==> src/rtl/pipe_hazard_ctrl.sv <==
// Hazard/stall controller for a 5-stage pipeline: operand forwarding selects,
// load-use bubbles, data-memory wait freezes, branch flushes and stall counting.
//
// state    | meaning
// RUN      | pipeline advancing normally (load-use and branch actions allowed)
// MEM_WAIT | data memory access outstanding, wait counter running
// TIMEOUT  | memory never answered; pipeline frozen until reset
module pipe_hazard_ctrl #(
  parameter int MAX_WAIT = 64,
  parameter int CNT_W    = 32
) (
  input  logic             clk,
  input  logic             rst_n,
  input  logic [4:0]       DX_rs1,
  input  logic [4:0]       DX_rs2,
  input  logic             DX_use_rs1,
  input  logic             DX_use_rs2,
  input  logic [4:0]       XM_rd,
  input  logic             XM_wer,
  input  logic             XM_is_load,
  input  logic             XM_mem_op,
  input  logic [4:0]       MW_rd,
  input  logic             MW_wer,
  input  logic [4:0]       WB_rd,
  input  logic             WB_wer,
  input  logic             dmem_ready,
  input  logic             X_branch_taken,
  output logic [1:0]       fwd_a,
  output logic [1:0]       fwd_b,
  output logic             pc_en,
  output logic             fd_en,
  output logic             dx_en,
  output logic             xm_en,
  output logic             mw_en,
  output logic             wb_en,
  output logic             xm_bubble,
  output logic             fd_flush,
  output logic             dx_flush,
  output logic [CNT_W-1:0] stall_cnt,
  output logic             mem_timeout
);

  localparam int WAIT_W = $clog2(MAX_WAIT + 1);

  typedef enum logic [1:0] {RUN, MEM_WAIT, TIMEOUT} state_t;

  state_t              state, state_nx;
  logic [WAIT_W-1:0]   wait_cnt, wait_cnt_nx;
  logic                mem_stall, freeze, load_use;

  function automatic logic [1:0] fwd_sel(
    input logic [4:0] rs, input logic use_rs,
    input logic [4:0] xm_rd, input logic xm_wer,
    input logic [4:0] mw_rd, input logic mw_wer,
    input logic [4:0] wb_rd, input logic wb_wer);
    logic [1:0] sel;
    sel = 2'd0;
    if (use_rs && rs != 5'd0) begin
      if (xm_wer && xm_rd == rs)      sel = 2'd1;
      else if (mw_wer && mw_rd == rs) sel = 2'd2;
      else if (wb_wer && wb_rd == rs) sel = 2'd3;
    end
    return sel;
  endfunction

  assign fwd_a = fwd_sel(DX_rs1, DX_use_rs1, XM_rd, XM_wer, MW_rd, MW_wer, WB_rd, WB_wer);
  assign fwd_b = fwd_sel(DX_rs2, DX_use_rs2, XM_rd, XM_wer, MW_rd, MW_wer, WB_rd, WB_wer);

  assign mem_stall = XM_mem_op && !dmem_ready;
  assign freeze    = (state == TIMEOUT) || mem_stall;
  assign load_use  = XM_is_load && XM_wer && (XM_rd != 5'd0) &&
                     ((DX_use_rs1 && DX_rs1 == XM_rd) || (DX_use_rs2 && DX_rs2 == XM_rd));

  always_ff @(posedge clk or negedge rst_n) begin
    if (!rst_n) begin
      state       <= RUN;
      wait_cnt    <= '0;
      stall_cnt   <= '0;
      mem_timeout <= 1'b0;
    end else begin
      state    <= state_nx;
      wait_cnt <= wait_cnt_nx;
      if (!pc_en && stall_cnt != '1)
        stall_cnt <= stall_cnt + 1'b1;
      if (state_nx == TIMEOUT)
        mem_timeout <= 1'b1;
    end
  end

  always_comb begin
    state_nx    = state;
    wait_cnt_nx = '0;
    pc_en       = 1'b1;
    fd_en       = 1'b1;
    dx_en       = 1'b1;
    xm_en       = 1'b1;
    mw_en       = 1'b1;
    wb_en       = 1'b1;
    xm_bubble   = 1'b0;
    fd_flush    = 1'b0;
    dx_flush    = 1'b0;

    case (state)
      RUN:      if (mem_stall) state_nx = MEM_WAIT;
      MEM_WAIT: begin
        // wait_cnt counts not-ready cycles already spent in MEM_WAIT
        if (!mem_stall)
          state_nx = RUN;
        else if (wait_cnt == WAIT_W'(MAX_WAIT - 1))
          state_nx = TIMEOUT;
        else
          wait_cnt_nx = wait_cnt + 1'b1;
      end
      TIMEOUT:  state_nx = TIMEOUT;
      default:  state_nx = RUN;
    endcase

    if (freeze) begin
      {pc_en, fd_en, dx_en, xm_en, mw_en, wb_en} = 6'b000000;
    end else if (load_use) begin
      {pc_en, fd_en, dx_en} = 3'b000;
      xm_bubble = 1'b1;
    end else if (X_branch_taken) begin
      fd_flush = 1'b1;
      dx_flush = 1'b1;
    end
  end

endmodule
==> config.mk <==
export PLATFORM = sky130hd
export DESIGN_NAME = pipe_hazard_ctrl
export DESIGN_NICKNAME = d
export VERILOG_FILES = /design/src/rtl/pipe_hazard_ctrl.sv
export SDC_FILE = /design/constraint.sdc
export NUM_CORES = 1
export LEC_CHECK = 0
export ABC_AREA = 1
export ABC_CLOCK_PERIOD_IN_PS = 3550
export BUFFER_PORTS_ARGS = -buffer_cell sky130_fd_sc_hd__buf_2
export CORE_ASPECT_RATIO = 0.75
export CORE_MARGIN = 8
export CORE_UTILIZATION = 58
export CTS_BUF_LIST = sky130_fd_sc_hd__clkbuf_16
export DETAILED_ROUTE_END_ITERATION = 7
export PLACE_DENSITY = 0.93
export REMOVE_ABC_BUFFERS = 1
export SLEW_MARGIN = 10
export SYNTH_ARGS = -nofsm -noshare
export SYNTH_HDL_FRONTEND = slang
export SYNTH_SLANG_ARGS = --single-unit
==> constraint.sdc <==
create_clock -name clk -period 3.55 [get_ports clk]
set_input_delay 0.5325 -clock clk [delete_from_list [all_inputs] [get_ports clk]]
set_output_delay 0.5325 -clock clk [all_outputs]
set_load 0.02 [all_outputs]
==> results of run 1 <==
[state kept, by name (all words and copies together) (netlist names)]
register	flops
mem_timeout	1
wait_cnt	7
state	2
stall_cnt	32
[metrics by stage]
step,cell area [µm²],worst slack (ns)
3_5_place_dp,3600,0.557
3_3_place_gp,3600,0.718
4_1_cts,3770,0.822
2_1_floorplan,3090,0.576
6_report,3770,0.771
5_1_grt,3770,0.530
[cells by family after synthesis]
group | count (synthesis) | synth area share (%)
AOI/OAI and AO/OA | 27 | 4.79
adders and majority gates | 2 | 0.779
buffers and inverters | 68 | 9.93
and+or+nand+nor | 328 | 44.1
xor gates and xnor gates | 28 | 7.64
DFF | 42 | 32.7
[layer usage]
metal | wire, µm | part of all wire (%)
met5 | 0 | 0
met4 | 99 | 1.0
met3 | 1030 | 11
met2 | 4160 | 43
met1 | 4410 | 45
[power by group]
part           leakage (nW)  total [mW]  internal [mW]  switching (mW)
clock network        0.0812       0.512          0.329           0.183
registers             0.580       0.533          0.499          0.0335
logic                  1.43       0.228         0.0773           0.151
total                  2.09        1.27          0.905           0.367
[final cells by class]
class                      count  area share (%)
timing repair buffer          83            11.2
clock inverter                 3            1.10
inverter                      52            5.18
sequential                    42            27.9
clock buffer                   5            3.32
tap                           75            2.49
multi-input combinational    385            48.9
[how the worst max path moves through the flow]
stage                          from             to  slack [ns]  depth (start not counted)
final                     DX_rs1[3]   stall_cnt[6]        0.77                         12
after detailed placement  DX_rs1[2]  stall_cnt[11]        0.56                         12
after CTS                 DX_rs1[2]   stall_cnt[6]        0.82                         12
after global placement     XM_rd[1]  stall_cnt[22]        0.72                         12
after global routing       XM_rd[1]   stall_cnt[3]        0.53                         12
after floorplan           XM_mem_op       dx_flush        0.58                          7
[critical path, cell delays in order]
cell and delay (ns):
buf_2 0.15, inv_1 0.10, nand2_1 0.07, nand2_1 0.05, nor2_1 0.12, nand4_1 0.15, nand2_1 0.09, nand2_1 0.06
nand2_1 0.51, nand2_1 0.78, nand2_1 0.26, nand2_1 0.07
[placed cells by master, fill, tap and decap left out, types with 4 or more instances in the layout]
cell       instances
nand4_1           10
nand2_1          180
xor2_1            18
xnor2_1           10
nor2_1            53
dfrtp_1           42
buf_2             81
clkbuf_16          5
nor3_1            15
a21oi_1           13
o22ai_1            7
o21ai_0            4
nand3b_1           9
inv_1             52
nand3_1           49
==> metrics.csv, run 1 <==
metric,value,unit
routability cong.,0.989,
dpl cells,637,
R2R setup slack,0.99,ns
Worst Path Max Fanout,29,
outcome,finished clean,
later-pin clock latency in the skew report,0.28,ns
DRT antenna net count,0,
std cell rows,23,
Post-CTS Resized,0,
First DRT Iteration DRCs,290,
Slew @ Worst Pin,0.967,ns
GRT overflow,0,
nets,607,
Clock Sinks,42,
"Distinct cells, synth",30,
Ports,82,
Core ar.,0.00535,mm²
fill count,481,
DP HPWL,7580,µm
Power Density,338,mW/mm²
first-pass GRT wire length,15900,µm
Clock Path Buffers,2,
Final setup viols,0,
largest net degree at the start of global routing,43,
area taken by multi-input logic gates,0.00184,mm²
Syn Std Cell Area,0.00321,mm²
slew margin rel.,35.4,%
FF/Latch Area,0.00105,mm²
share of post-route cells with drive strength above 1,17.0,%
die extent in x,102,µm
# hold bufs at CTS,0,
CTS buffer count,5,
"top cells by area, synth","dfrtp_1 (33%), nand2_1 (21%), nand3_1 (7.6%), nor2_1 (6.2%), inv_1 (6.0%)",
Setup Total Neg Slack,0,ns
initial core utilization,60.0,%
met3 Usage GRT,4.06,%
Critical Path RT,3.72,ns
most common cell in the synthesized netlist,nand2_1,
RSZ-0062 raised after global routing,no,
arrival time of the worst setup path,2.94,ns
die height,80.4,µm
Synth area leader,dfrtp_1,
fin crit share,78.3,%
initial antenna violation count,0,
DRC violations left,0,
Post-synth ARST share,100,%
area grow syn2layout,17.3,%
CTS tree,built,
Max Cap Viol,0,
fin cells,645,
Vias,3538,
Clock Pin Slew Worst Setup and Hold Paths,0.06,ns
setup bufs post-CTS,0,
skew final,0.00531,ns
Final Core Density,70.4,%
die area,0.00820,mm²
Post-synth top cells,"nand2_1 (180), nor2_1 (53), inv_1 (51), nand3_1 (49), dfrtp_1 (42)",
worst r2r src,stall_cnt[0],
number of synthesized flops with an enable pin,0,
crit end category,flip-flop,
routed len/inst,15.0,µm
Power Total,1.27,mW
"Seq/Total Area, Yosys",32.7,%
Worst VDD drop,0.000398,V
vias per cell,5.49,
total leakage power,2.09,nW
htree depth,2,
Total Routed Length,9700,µm
final hold vios,0,
synthesized flop and latch total,42,
Port Buf Inserts,81,
Synth top area share,32.7,%
GRT Max-Usage Layer,met2,
met1 Usage GRT,35.7,%
DRT Pass-1 Iters,5,
Min Hold Slack,0.391,ns
global-route usage over all layers,24.5,%
average size of a mapped cell,6.49,µm²
hold crit path type,in2async,
Synth Warn #,0,
met2 Use GR,36.2,%
Post-synth top flop,dfrtp_1,
fmax,360,MHz
R2R depth,8,
fin crit period,2.78,ns
WS Path Type,in2reg,
Root Driver,clkbuf_16,
synthesized instance count,495,
max-slew violations,0,
reg-to-reg endpoint,stall_cnt[6],
number of global-route vias before repair,3206,
Setup crit start kind,input pin,
# diodes,0,
No activity file was read; power rests on OpenSTA's default activity.
==> run 2, diff against run 1 <==
--- a/config.mk
+++ b/config.mk
@@ -5,15 +5,15 @@
 export SDC_FILE = /design/constraint.sdc
 export NUM_CORES = 1
 export LEC_CHECK = 0
-export ABC_AREA = 1
-export ABC_CLOCK_PERIOD_IN_PS = 3550
+export ABC_AREA = 0
+export ABC_CLOCK_PERIOD_IN_PS = 2830
 export BUFFER_PORTS_ARGS = -buffer_cell sky130_fd_sc_hd__buf_2
 export CORE_ASPECT_RATIO = 0.75
 export CORE_MARGIN = 8
-export CORE_UTILIZATION = 58
+export CORE_UTILIZATION = 50
 export CTS_BUF_LIST = sky130_fd_sc_hd__clkbuf_16
 export DETAILED_ROUTE_END_ITERATION = 7
-export PLACE_DENSITY = 0.93
+export PLACE_DENSITY = 0.87
 export REMOVE_ABC_BUFFERS = 1
 export SLEW_MARGIN = 10
 export SYNTH_ARGS = -nofsm -noshare
==> constraint.sdc (replaced) <==
create_clock -name clk -period 2.83 [get_ports clk]
set_input_delay 0.4245 -clock clk [delete_from_list [all_inputs] [get_ports clk]]
set_output_delay 0.4245 -clock clk [all_outputs]
set_load 0.02 [all_outputs]
==> run 2 against run 1 <==
Critical path depth shrank 6; first-iteration DRC count fell by 57%; combinational power is 36% higher; via count decreased by 43%; sequential share of layout area rose by 7.0 points.
==> metrics.csv, run 2 <==
metric,value,unit
outcome,finished clean,
Synth top area share,43.5,%
number of synthesized flops with an enable pin,0,
Post-synth top flop,dfrtp_1,
first-pass GRT wire length,9580,µm
area taken by multi-input logic gates,0.00131,mm²
Post-CTS Resized,0,
nets,351,
WS Path Type,in2out,
"Seq/Total Area, Yosys",43.5,%
# hold bufs at CTS,0,
number of global-route vias before repair,2141,
Final setup viols,0,
reg-to-reg endpoint,stall_cnt[20],
Vias,2006,
Final Core Density,63.2,%
die height,76.2,µm
Worst VDD drop,0.000846,V
R2R setup slack,0.59,ns
Post-synth ARST share,100,%
First DRT Iteration DRCs,125,
hold crit path type,in2async,
Max Cap Viol,0,
DRT antenna net count,0,
Power Density,539,mW/mm²
DP HPWL,4550,µm
later-pin clock latency in the skew report,0.28,ns
std cell rows,22,
Port Buf Inserts,81,
routability cong.,0.984,
fill count,381,
setup bufs post-CTS,0,
most common cell in the synthesized netlist,xnor2_1,
synthesized flop and latch total,42,
Root Driver,clkbuf_16,
fin crit share,86.6,%
htree depth,2,
Slew @ Worst Pin,0.903,ns
"commonest non-fill, non-tap cells in the layout","buf_2 (81), xnor2_1 (44), dfrtp_1 (42), xor2_1 (21), nand3_1 (20)",
share of post-route cells with drive strength above 1,31.8,%
"Distinct cells, synth",38,
FF/Latch Area,0.00105,mm²
final hold vios,0,
initial antenna violation count,0,
Post-synth top cells,"xnor2_1 (44), dfrtp_1 (42), xor2_1 (21), nand3_1 (20), nand2_1 (16)",
largest net degree at the start of global routing,43,
max-slew violations,0,
dpl cells,366,
max FFs per register,32,
average size of a mapped cell,10.5,µm²
DRT Pass-1 Iters,4,
Largest regs,"stall_cnt (32), wait_cnt (7), state (2)",
Ports,82,
die extent in x,96.2,µm
Clock Pin Slew Worst Setup and Hold Paths,0.06,ns
CTS buffer count,5,
Setup Total Neg Slack,0,ns
slew margin rel.,39.8,%
GRT overflow,0,
Critical Path RT,2.41,ns
Setup crit start kind,input pin,
arrival time of the worst setup path,2.03,ns
synthesized instance count,231,
DRC violations left,0,
Worst Path Max Fanout,8,
fin cells,374,
Syn Std Cell Area,0.00241,mm²
Min Hold Slack,0.276,ns
CTS tree,built,
Total Routed Length,5960,µm
vias per cell,5.36,
# diodes,0,
Clock Path Buffers,2,
R2R depth,7,
Synth Warn #,0,
crit end category,primary output,
worst r2r src,stall_cnt[0],
skew final,0.00605,ns
total leakage power,1.43,nW
initial core utilization,50.7,%
"most common cell after layout, fill and taps aside",buf_2,
Core ar.,0.00476,mm²
Reg with most FFs,stall_cnt,
RSZ-0062 raised after global routing,no,
routed len/inst,15.9,µm
fmax,408,MHz
Clock Sinks,42,
"top cells by area, synth","dfrtp_1 (44%), xnor2_1 (16%), xor2_1 (7.6%), nand3_1 (4.1%), nand4_1 (3.6%)",
fin crit period,2.45,ns
Synth area leader,dfrtp_1,
die area,0.00733,mm²
global-route usage over all layers,16.3,%
area grow syn2layout,24.6,%
[run 2: logic make-up after synthesis]
group	share of synthesized area [%]
AO/OA/AOI/OAI	3.99
multiplexers	0.466
buffers and inverters	2.18
AND/OR/NAND/NOR	25.2
XOR/XNOR	23.6
adder cells (fa/ha/maj)	1.04
flip-flops	43.5
[run 2: worst max-delay path, cell delays in order]
cell and delay, ns:
buf_2 0.13, or3_1 0.39, o311a_4 0.33, a21oi_4 0.37, and2_2 0.22, buf_2 0.16
[run 2: area by class of cell]
| cell class | count | area share (%) |
|---|---|---|
| Clock buffer | 5 | 4.16 |
| Clock inverter | 3 | 1.25 |
| Inverter | 1 | 0.125 |
| Multi-Input combinational cell | 182 | 43.6 |
| Sequential cell | 42 | 34.9 |
| Tap cell | 60 | 2.49 |
| Timing Repair Buffer | 81 | 13.5 |
[run 2: per-stage QoR]
stage / setup WS [ns] / area, µm² / power (mW)
finish: 0.379 / 3010 / 1.62
global route: 0.319 / 3010 / 1.70
CTS: 0.375 / 3010 / 1.64
detailed placement: 0.380 / 2850 / 1.02
global placement: 0.387 / 2850 / 1.00
floorplan: 0.351 / 2370 / 0.881
[run 2: where the power goes]
| group | internal (mW) | switching (mW) |
|---|---|---|
| Clock | 0.409 | 0.208 |
| Combinational | 0.127 | 0.183 |
| Sequential | 0.644 | 0.0501 |
[run 2: per-layer routing]
metal	routed length [µm]	share of wire [%]	global-route usage, %
met4	112	1.9	6.28
met1	2500	42	20.0
met2	2750	46	25.5
met3	600	10	5.31
met5	0	0	0
[run 2: worst max-delay path by stage]
| stage | startpoint | endpoint | slack [ns] | depth (start not counted) |
|---|---|---|---|---|
| 3_5_place_dp | XM_rd[0] | fd_flush | 0.38 | 6 |
| 5_1_grt | XM_rd[0] | dx_flush | 0.32 | 6 |
| 3_3_place_gp | XM_rd[0] | fd_flush | 0.39 | 6 |
| 2_1_floorplan | XM_rd[0] | dx_flush | 0.35 | 4 |
| 4_1_cts | XM_rd[0] | dx_flush | 0.38 | 6 |
| 6_report | XM_rd[0] | fd_flush | 0.38 | 6 |
